File: src/rtl/cla_pkg.sv
// -----------------------------------------------------------------------------
// cla_pkg
// Shared constants and helpers for the pipelined carry-lookahead adder.
//   CLA_GRP   : number of sum bits produced by one lookahead group / stage
//   cla_nstg  : number of pipeline stages needed for a given operand width
// -----------------------------------------------------------------------------
package cla_pkg;

  localparam int CLA_GRP = 4;

  // One pipeline stage per lookahead group, so the stage count is simply the
  // operand width divided by the group width.
  function automatic int cla_nstg(input int width, input int grp = CLA_GRP);
    return width / grp;
  endfunction

endpackage

File: src/rtl/cla_grp.sv
// -----------------------------------------------------------------------------
// cla_grp
// Purely combinational GRP-bit carry-lookahead group.
// Ports:
//   A, B  in  GRP  operand slices (B already inverted by the caller for subtract)
//   Cin   in  1    carry into the least significant bit of the group
//   SUM   out GRP  group sum
//   Cout  out 1    carry out of the group MSB
//   Cmsb  out 1    carry into the group MSB (used for signed overflow)
// -----------------------------------------------------------------------------
module cla_grp
  import cla_pkg::*;
#(
  parameter int GRP = CLA_GRP
) (
  input  logic [GRP-1:0] A,
  input  logic [GRP-1:0] B,
  input  logic           Cin,
  output logic [GRP-1:0] SUM,
  output logic           Cout,
  output logic           Cmsb
);

  logic [GRP-1:0] gen;
  logic [GRP-1:0] prop;
  logic [GRP:0]   carry;

  assign gen  = A & B;
  assign prop = A ^ B;

  // Every carry is formed directly as a sum of products of the group's
  // generate/propagate terms and Cin, so no carry waits on a lower carry:
  //   c[i+1] = g[i] | p[i]g[i-1] | ... | p[i..1]g[0] | p[i..0]Cin
  always_comb begin
    logic term;
    logic cval;
    carry    = '0;
    carry[0] = Cin;
    term     = 1'b0;
    cval     = 1'b0;
    for (int i = 0; i < GRP; i++) begin
      cval = 1'b0;
      for (int j = 0; j < GRP; j++) begin
        if (j <= i) begin
          term = gen[j];
          for (int m = 0; m < GRP; m++) begin
            if (m > j && m <= i) begin
              term = term & prop[m];
            end
          end
          cval = cval | term;
        end
      end
      term = Cin;
      for (int m = 0; m < GRP; m++) begin
        if (m <= i) begin
          term = term & prop[m];
        end
      end
      carry[i+1] = cval | term;
    end
  end

  assign SUM  = prop ^ carry[GRP-1:0];
  assign Cout = carry[GRP];
  assign Cmsb = carry[GRP-1];

endmodule

File: src/rtl/pipe_cla_adder.sv
// -----------------------------------------------------------------------------
// pipe_cla_adder
// Valid/ready pipelined adder/subtractor. Each stage resolves one GRP-bit
// lookahead group using the carry registered by the stage before it, so a
// beat takes NSTG = WIDTH/GRP cycles from input transfer to out_valid and the
// pipe accepts one beat per cycle while the output is being drained.
// Ports:
//   clk        in  1      rising-edge clock
//   rst_n      in  1      synchronous active-low reset
//   in_valid   in  1      operand beat offered
//   in_ready   out 1      beat accepted this cycle (low only while stalled)
//   A, B       in  WIDTH  operands
//   Cin        in  1      carry in (ignored when SUB=1)
//   SUB        in  1      0: A+B+Cin, 1: A-B
//   out_valid  out 1      result present
//   out_ready  in  1      downstream accepts result
//   SUM        out WIDTH  result modulo 2^WIDTH
//   Cout       out 1      carry out of MSB (for SUB, 1 = no borrow)
//   OVF        out 1      signed two's-complement overflow
// -----------------------------------------------------------------------------
module pipe_cla_adder
  import cla_pkg::*;
#(
  parameter int WIDTH = 16,
  parameter int GRP   = CLA_GRP
) (
  input  logic             clk,
  input  logic             rst_n,
  input  logic             in_valid,
  output logic             in_ready,
  input  logic [WIDTH-1:0] A,
  input  logic [WIDTH-1:0] B,
  input  logic             Cin,
  input  logic             SUB,
  output logic             out_valid,
  input  logic             out_ready,
  output logic [WIDTH-1:0] SUM,
  output logic             Cout,
  output logic             OVF
);

  localparam int NSTG = cla_nstg(WIDTH, GRP);

  if ((GRP < 1) || ((WIDTH % GRP) != 0)) begin : gen_width_check
    $error("pipe_cla_adder: WIDTH (%0d) must be a non-zero multiple of GRP (%0d)", WIDTH, GRP);
  end

  if ((WIDTH < 4) || (WIDTH > 64)) begin : gen_range_check
    $error("pipe_cla_adder: WIDTH (%0d) must lie in 4..64", WIDTH);
  end

  // Per-stage inputs: stage 0 is fed from the ports, stage k from the
  // registers of stage k-1. Operands are kept right-aligned, so every stage
  // works on the low GRP bits and passes the remainder shifted down.
  logic [WIDTH-1:0] stgA   [NSTG];
  logic [WIDTH-1:0] stgB   [NSTG];
  logic [WIDTH-1:0] stgSum [NSTG];
  logic [NSTG-1:0]  stgCin;
  logic [NSTG-1:0]  stgVld;

  logic [GRP-1:0]   grpSum [NSTG];
  logic [NSTG-1:0]  grpCout;
  logic [NSTG-1:0]  grpCmsb;

  // Pipeline registers. Finished sum bits enter at the top and shift right,
  // so after the last stage group 0 sits at bit 0.
  logic [WIDTH-1:0] opA_q  [NSTG];
  logic [WIDTH-1:0] opB_q  [NSTG];
  logic [WIDTH-1:0] sum_q  [NSTG];
  logic [NSTG-1:0]  cry_q;
  logic [NSTG-1:0]  vld_q;
  logic             ovf_q;

  logic             stall;

  // A held result freezes the whole pipe; nothing else can block it, which
  // keeps in_ready free of any path from in_valid.
  assign stall    = vld_q[NSTG-1] & ~out_ready;
  assign in_ready = ~stall;

  for (genvar k = 0; k < NSTG; k++) begin : gen_stage
    if (k == 0) begin : gen_first
      // Subtraction is A + ~B + 1: invert B as it enters and force carry-in.
      assign stgA[k]   = A;
      assign stgB[k]   = SUB ? ~B : B;
      assign stgCin[k] = SUB | Cin;
      assign stgSum[k] = '0;
      assign stgVld[k] = in_valid;
    end else begin : gen_next
      assign stgA[k]   = opA_q[k-1];
      assign stgB[k]   = opB_q[k-1];
      assign stgCin[k] = cry_q[k-1];
      assign stgSum[k] = sum_q[k-1];
      assign stgVld[k] = vld_q[k-1];
    end

    cla_grp #(
      .GRP (GRP)
    ) u_grp (
      .A    (stgA[k][GRP-1:0]),
      .B    (stgB[k][GRP-1:0]),
      .Cin  (stgCin[k]),
      .SUM  (grpSum[k]),
      .Cout (grpCout[k]),
      .Cmsb (grpCmsb[k])
    );
  end

  // Whole-pipe advance. Bubbles move along with real beats whenever the
  // output is not stalled. Only valid bits and the output register are
  // reset; the output register only loads real beats so SUM/Cout/OVF keep
  // the last result instead of picking up bubble contents.
  always_ff @(posedge clk) begin
    if (!rst_n) begin
      vld_q           <= '0;
      sum_q[NSTG-1]   <= '0;
      cry_q[NSTG-1]   <= 1'b0;
      ovf_q           <= 1'b0;
    end else if (!stall) begin
      vld_q <= stgVld;
      for (int k = 0; k < NSTG - 1; k++) begin
        opA_q[k] <= stgA[k] >> GRP;
        opB_q[k] <= stgB[k] >> GRP;
        sum_q[k] <= WIDTH'({grpSum[k], stgSum[k]} >> GRP);
        cry_q[k] <= grpCout[k];
      end
      if (stgVld[NSTG-1]) begin
        sum_q[NSTG-1] <= WIDTH'({grpSum[NSTG-1], stgSum[NSTG-1]} >> GRP);
        cry_q[NSTG-1] <= grpCout[NSTG-1];
        ovf_q         <= grpCmsb[NSTG-1] ^ grpCout[NSTG-1];
      end
    end
  end

  assign out_valid = vld_q[NSTG-1];
  assign SUM       = sum_q[NSTG-1];
  assign Cout      = cry_q[NSTG-1];
  assign OVF       = ovf_q;

endmodule

File: config.mk
export PLATFORM = sky130hd
export DESIGN_NAME = pipe_cla_adder
export DESIGN_NICKNAME = d
export VERILOG_FILES = /design/src/rtl/cla_pkg.sv /design/src/rtl/cla_grp.sv /design/src/rtl/pipe_cla_adder.sv
export SDC_FILE = /design/constraint.sdc
export NUM_CORES = 1
export LEC_CHECK = 0
export CORE_MARGIN = 1
export CORE_UTILIZATION = 35
export CTS_CLUSTER_DIAMETER = 60
export CTS_CLUSTER_SIZE = 24
export DETAILED_ROUTE_END_ITERATION = 10
export GPL_ROUTABILITY_DRIVEN = 0
export PLACE_DENSITY = 0.64
export SETUP_SLACK_MARGIN = 0.4
export SYNTH_ARGS = -nofsm -noshare
export SYNTH_HDL_FRONTEND = slang
export SYNTH_SLANG_ARGS = --single-unit
File: constraint.sdc
create_clock -name clk -period 2.8 [get_ports clk]
set_clock_uncertainty 0.2 [all_clocks]
set_input_delay 0.28 -clock clk [delete_from_list [all_inputs] [get_ports clk]]
set_output_delay 0.28 -clock clk [all_outputs]
set_load 0.01 [all_outputs]
# == Word-level counts from Yosys, hierarchy flattened ==
# Memories as Yosys holds them, arrays and structs flattened.
# Cells that the tools add are included.
# op_classes
mux,10
bitwise_logic,99
n_reduce_logical,2
# ops
cell,count
bitwise OR 1 bit,42
bitwise AND 1 bit,41
2-to-1 mux 16 bit,2
bitwise XOR 4 bit,8
bitwise AND 4 bit,4
NOT 16 bit,1
2-to-1 mux 1 bit,8
AND reduction 2 bit,2
NOT 1 bit,2
bitwise XOR 1 bit,1
# totals
regBits,9
ramBits,160
input_bits,38
out_inout_bits,20
memories,3
# mem_list
name,depth,word_bits,read_ports,rd_ports_with_merged_regs,wr,line_no,rtl
sum_q,4,16,4,0,4,pipe_cla_adder.sv:69,logic [WIDTH-1:0] sum_q [NSTG];
opA_q,4,12,3,0,3,pipe_cla_adder.sv:67,logic [WIDTH-1:0] opA_q [NSTG];
opB_q,4,12,3,0,3,pipe_cla_adder.sv:68,logic [WIDTH-1:0] opB_q [NSTG];

# == Depth between registers and ports, before layout ==
# Gate-level depths: netlist (run 1).
# depth
word_depth,10
mapped_depth,8
mapped_depth_nobuf,7

# == By module ==
# Synthesis (run 1) repeated with hierarchy kept, for this count alone.
# hier_totals
cells_unflattened,218
area_unflattened_um2,3972.6
# modules_own_cells
module,n_inst,cells_per_inst,area_each_um2,seq_area_each_um2
pipe_cla_adder,1,154,3306.9,2852.7
cla_grp (gen_stage[0].u_grp ...),3,15,162.7,0.0
cla_grp (gen_stage[3].u_grp),1,19,177.7,0.0

# == Worst setup path after synthesis (run 1) ==
# Ideal clock, no wire load.
# synth_timing
kind,input-to-reg
start,in SUB
end,reg cry_q[0] (data pin)
setup_time_ns,0.257
arrival_ns,1.607
setup_slack_ns,0.737
cell_stages,8
path_cell_list,buf_2 -> xor2_1 -> ha_1 -> ha_1 -> o21a_1 -> o21a_1 -> o21ai_0 -> nand2b_1
# synth_via
elab_chain_cells,9
elab_cells_between_ends,18
cone_classes,mux: 1; bitwise: 17
# synth_rtl
element,line_no,rtl
start: declaration,pipe_cla_adder.sv:34,"input logic SUB,"
2-to-1 mux 16 bit,pipe_cla_adder.sv:85,assign stgB[k] = SUB ? ~B : B;
bitwise AND 4 bit / bitwise XOR 4 bit (equally long branches),"cla_grp.sv:28, cla_grp.sv:29",
bitwise AND 1 bit (3 in series),cla_grp.sv:48,term = term & prop[m];
bitwise OR 1 bit (3 in series),cla_grp.sv:51,cval = cval | term;
bitwise OR 1 bit (*),cla_grp.sv:60,carry[i+1] = cval | term;
via gen_stage[0].u_grp.Cout,cla_grp.sv:20,"output logic Cout,"
end signal: indexed assignment,pipe_cla_adder.sv:125,cry_q[k] <= grpCout[k];
end signal: indexed assignment,pipe_cla_adder.sv:129,cry_q[NSTG-1] <= grpCout[NSTG-1];
end: declaration,pipe_cla_adder.sv:70,logic [NSTG-1:0] cry_q;
# Mark *: on every way through the listed nets, which the timed path passes. The rest lies on a longest branch.
# A chain may end at the register's enable or synchronous reset.

# == Worst setup path in the final report (run 1) ==
# Same ends and word-level chain as after synthesis.

==> results of run 1 <==
## layer usage
metal  track usage, %  wire length [µm]  up-vias
li1                 -                 -      923
met1             10.9              2230      806
met2             15.3              2300       42
met3             3.77               308        9
met4             5.68               120        0
met5                0                 0        -
## path summary, 6_finish.rpt
kind	startpoint	endpoint	slack, ns	cells past startpoint
setup / recovery	SUB	cry_q[0]	0.64	8
hold / removal	opB_q[0][16]	opB_q[0][24]	0.22	0
setup reg to reg	opB_q[0][0]	cry_q[1]	0.81	6
hold reg to reg	opB_q[0][16]	opB_q[0][24]	0.22	0
## final cells by class
type                    count  area, µm²  area share (%)
repair buffers             62        621            12.7
multi-input cells         112        957            19.7
flip-flops and latches     97       2850            58.6
clock inverters             6        115            2.36
inverters                   6       22.5           0.462
clock buffers              10        128            2.62
well taps                 140        175            3.60
## stage by stage
stage | hold WS (ns) | setup slack, ns
finish | 0.220 | 0.639
global route | 0.234 | 0.520
CTS | 0.224 | 0.640
detailed placement | 0.205 | 0.252
global placement | 0.203 | 0.275
floorplan | 0.179 | 0.737
## state kept, by name, summed over array words and instances, names as in the netlist
signal	count
OVF	1
cry_q	4
opA_q	24
opB_q	24
sum_q	40
vld_q	4
## worst max-delay path, cell delays in order
cell	delay, ns
clkdlybuf4s50_1	0.47
buf_4	0.23
or2_2	0.32
ha_1	0.20
o21a_1	0.17
o21a_1	0.19
o21ai_0	0.15
nand2b_1	0.07
## power by group through the flow
stage	logic [mW]	clock network (mW)	registers [mW]
2_1_floorplan	0.164	0	1.79
3_3_place_gp	0.284	0	1.79
3_5_place_dp	0.293	0	1.80
4_1_cts	0.294	1.10	1.77
5_1_grt	0.325	1.15	1.78
6_report	0.287	1.06	1.76
## layout by cell type, fill, tap and decap left out, types with 6 or more instances in the layout
master and n:
and2_4 11, clkbuf_8 9, clkdlybuf4s50_1 57, dfxtp_1 6
edfxtp_1 91, ha_1 20, inv_1 6, nor2_1 11
o21a_1 6, o21ai_0 6, xnor2_1 7, xor2_1 18
## logic make-up after synthesis
family                     synth area share [%]
adders and majority gates                  8.54
AOI/OAI and AO/OA                          2.91
DFF                                        73.8
and+or+nand+nor                            6.86
muxes                                     0.776
xor gates and xnor gates                   5.66
buffers and inverters                      1.49
==> flow_summary.toml, run 1 <==
[status]
run_status = "finished clean"

[power_and_ir_drop]
power.total_mw = 3.11
p_leak_nw = 1.80
irDropWorstVdd_mv = 0.207
p_int_mw = 2.48
switching_share_pct = 20.3
clkPwrFrac_pct = 34.2
powerDensity_mw_per_mm2 = 639
sequentialPowerShare_pct = 56.6
p_switching_uw = 631
power_frac_comb_pct = 9.2

[die]
core_area_mm2 = 0.0108
rows = 38
die_w_um = 107
io_pins = 58
dieArea_mm2 = 0.0115
initial_core_util_pct = 35.8
die_h_um = 107

[detailed_routing]
vias_per_cell = 4.11
num_vias = 1780
drt_iter0_drc = 35
routed_wl_um = 4960
wl_per_cell_um = 11.4
first_pass_iters = 3
drc = 0
ant_nets = 0

[yosys]
syn_inst = 219
yosysTopAreaCell = "edfxtp_1"
netlist_area_mm2 = 0.00387
synthTopCellsByCount = "edfxtp_1 (91), ha_1 (20), xor2_1 (18)"
synth_area_leaders = "edfxtp_1 (71%), ha_1 (6.5%), xor2_1 (4.1%), dfxtp_1 (3.1%), and2_4 (2.5%)"
syn_area_per_cell_um2 = 17.7
synthFlopType = "edfxtp_1"
ys_seq_elements = 97
async_reset_ff_share_pct = 0
synth_most_common_cell = "edfxtp_1"
ys.warnings.count = 0
syn-num-nets = 281
synth_top_area_share_pct = 70.7
yosysSeqAreaShare_pct = 73.8
synth-edff-count = 91
synth_cell_types = 26

[timing]
fin_crit_ns = 2.16
hold_viol_final = 0
setup_tns_ns = 0
finalSetupViolCount = 0
period_share_pct = 77.2
final_max_slew_viol_count = 0
max_clock_freq_mhz = 463
rsz0062_at_grt = "no"
relSlewSlack_pct = 59.6
worst-slew-pin-transition_ns = 0.605

[flow_run]
max_cap_violations = 0

[worst_setup_path]
critPathKind = "primary input to flip-flop"
worstPathArrival_ns = 2.08
cp-start-kind = "primary input"
worst-path-max-fanout = 12
cp.required_ns = 2.72
end_kind = "flip-flop"

[placement]
place_area_mm2 = 0.00463
dp_cells = 417
hpwl_um = 3470
port_buffers = 57

[cts]
clk_path_buf_depth = 2
clk_latency_ns = 0.36
clock_sinks = 97
tritoncts = "yes"
numCtsBuffers = 9
cts_resized = 0
cts_root_buf = "clkbuf_8"
holdBufCountCts = 0
clk_pin_slew_ns = 0.09
post_cts_buffers = 0
htreeDepth = 3

[finish]
synthToLayoutAreaGrowth_pct = 25.9
diodes = 0
post-route-util_pct = 45.1
stdcell_count = 433
fillers = 946
fin_area_mm2 = 0.00487
drive_gt1_share_pct = 12.6
nNetsFinal = 350

[grt]
grt.total_usage_pct = 9.62
antenna_found_initial = 0
gr-total-overflow = 0
grt_pass1_vias = 1845
grt_pass1_wl_um = 8250
grt_max_degree = 31

[min_path]
hold_path_class = "flip-flop to flip-flop"
Power figures use the tool's default switching activity.
==> inputs of run 2 (changes only) <==
Settings changed: PLACE_DENSITY 0.64 to 0.66.
Clock period 2.8 ns to 1.9 ns, I/O delays scaled along.
==> flow_summary.toml, run 2 (synthesis gave the netlist of run 1 again) <==
[worst_setup_path]
crit_top_cell = "o21a_1"
worst-path-max-fanout = 3
critPathKind = "flip-flop to flip-flop"
cp.required_ns = 1.81
cp-start-kind = "flip-flop"
crit_path_cell_trace = "ha_1 > ha_2 > o21a_1 > o21a_1 > o21ai_1 > nand2b_1"
end_kind = "flip-flop"
critPathSlowestCell = "edfxtp_1"
worstPathArrival_ns = 1.86
cpPeakStageDelay_ns = 0.41

[grt]
grt.total_usage_pct = 9.95
grt_pass1_wl_um = 8530
grt_pass1_vias = 1919
gr-total-overflow = 0
antenna_found_initial = 0
grt_max_degree = 39

[min_path]
hold_path_class = "primary input to flip-flop"

[cts]
cts_root_buf = "clkbuf_8"
clk_pin_slew_ns = 0.09
tritoncts = "yes"
clk_latency_ns = 0.36
clock_sinks = 97
numCtsBuffers = 9
clk_path_buf_depth = 2
htreeDepth = 3

[finish]
synthToLayoutAreaGrowth_pct = 30.3
reg.largest.list = "sum_q: 40 flops, opA_q: 24 flops, opB_q: 24 flops"
drive_gt1_share_pct = 24.3
final_cell_mix = "edfxtp_1 (91), clkdlybuf4s50_1 (31), dlygate4sd2_1 (21)"
nNetsFinal = 366
largest_register = "sum_q"
diodes = 0
fin_area_mm2 = 0.00504
mostFrequentLayoutCell = "edfxtp_1"
largest_reg_flops = 40
fillers = 941

[die]
die_h_um = 107
initial_core_util_pct = 35.8
io_pins = 58
core_area_mm2 = 0.0108
die_w_um = 107
rows = 38
dieArea_mm2 = 0.0115

[power_and_ir_drop]
irDropWorstVdd_mv = 0.355
powerDensity_mw_per_mm2 = 863
p_leak_nw = 1.95

[detailed_routing]
vias_per_cell = 4.26
num_vias = 1913
first_pass_iters = 4
wl_per_cell_um = 11.9
routed_wl_um = 5340
drt_iter0_drc = 57
ant_nets = 0
drc = 0

[timing]
worst-slew-pin-transition_ns = 0.326
rsz0062_at_grt = "yes"
finalSetupViolCount = 3
fin_crit_ns = 1.95
hold_viol_final = 0
postLayoutSetupSlackWorst_ns = -0.0498
final_max_slew_viol_count = 0
max_clock_freq_mhz = 513
period_share_pct = 103
relSlewSlack_pct = 78.2

[status]
run_status = "finished with violations"
violations = "setup timing"

[placement]
port_buffers = 57
hpwl_um = 3600
place_area_mm2 = 0.00471
preCtsSetupSlack_ns = -0.565

[flow_run]
max_cap_violations = 0
## run 2: cell types whose count changed in the layout (fill, tap and decap cells not counted), moves of 3 or more
cell and change:
clkdlybuf4s50_1 -26, dlygate4sd2_1 +21, o21ai_0 -6, buf_6 +4, fa_2 +3, fa_1 -3
bufinv_16 -3, buf_4 +11, ha_1 -5, o21ai_1 +6, ha_2 +3, inv_6 +3
## run 2: final timing paths
| path | startpoint | endpoint | slack [ns] | depth (start not counted) |
|---|---|---|---|---|
| worst max-delay path | opB_q[0][0] | cry_q[1] | -0.05 | 6 |
| worst max register to register | opB_q[0][0] | cry_q[1] | -0.05 | 6 |
| worst min register to register | opB_q[0][19] | opB_q[0][27] | 0.22 | 0 |
| worst min-delay path | SUB | opB_q[0][5] | 0.13 | 3 |
## run 2: area by class of cell
cell class                      instances  area, µm²  share of cell area, %
Timing Repair Buffer                   78        749                   14.9
Clock buffer                            9        124                   2.46
Clock inverter                          7       60.1                   1.19
Sequential cell                        97       2850                   56.6
Inverter                                6       22.5                  0.447
Multi-Input combinational cell        112       1060                   20.9
Tap cell                              140        175                   3.47
## run 2: what timing repair did
item                                    4_1_cts  5_1_grt
endpoints found under the setup margin       39       20
hold buffers                                  0        0
cloned                                        0        0
gates resized for setup                      48       13
pin swaps                                    19       13
buffers inserted                              8        2
hold endpoints to repair                      0        0
## run 2: where the power goes
group          total, mW  leakage [nW]  internal, mW  switching [mW]
registers           2.60         0.948          2.55          0.0504
clock network       1.25        0.0969         0.504           0.744
logic              0.510         0.907         0.283           0.227
total               4.35          1.95          3.33            1.02
## run 2: per-layer routing
metal  wire length, µm  GRT usage [%]  vias up  part of all wire (%)
met5                 0              0        -                     0
met1              2220           11.1      883                    42
met2              2650           16.3       57                    50
met3               293           2.86       17                   5.5
li1                  -              -      956                     -
met4               178           7.14        0                   3.3
## run 2: metrics by stage
stage               setup TNS, ns  utilization [%]  instances  power [mW]  hold slack (ns)
global route               -0.525             46.7        449        4.54            0.121
global placement            -1.56             43.6        423        3.08            0.201
finish                    -0.0649             46.7        449        4.35            0.131
CTS                       -0.0367             46.0        447        4.36            0.107
floorplan                -0.00150                -        219        2.89           0.0889
detailed placement          -2.00             43.6        423        3.11            0.205
## run 2: worst max-delay path: cells and delay by family, from the launching register on
kind | cells | cell delay [ns]
flip-flops | 1 | 0.41
AO/OA/AOI/OAI | 3 | 0.51
AND/OR/NAND/NOR | 1 | 0.09
adder cells (fa/ha/maj) | 2 | 0.50
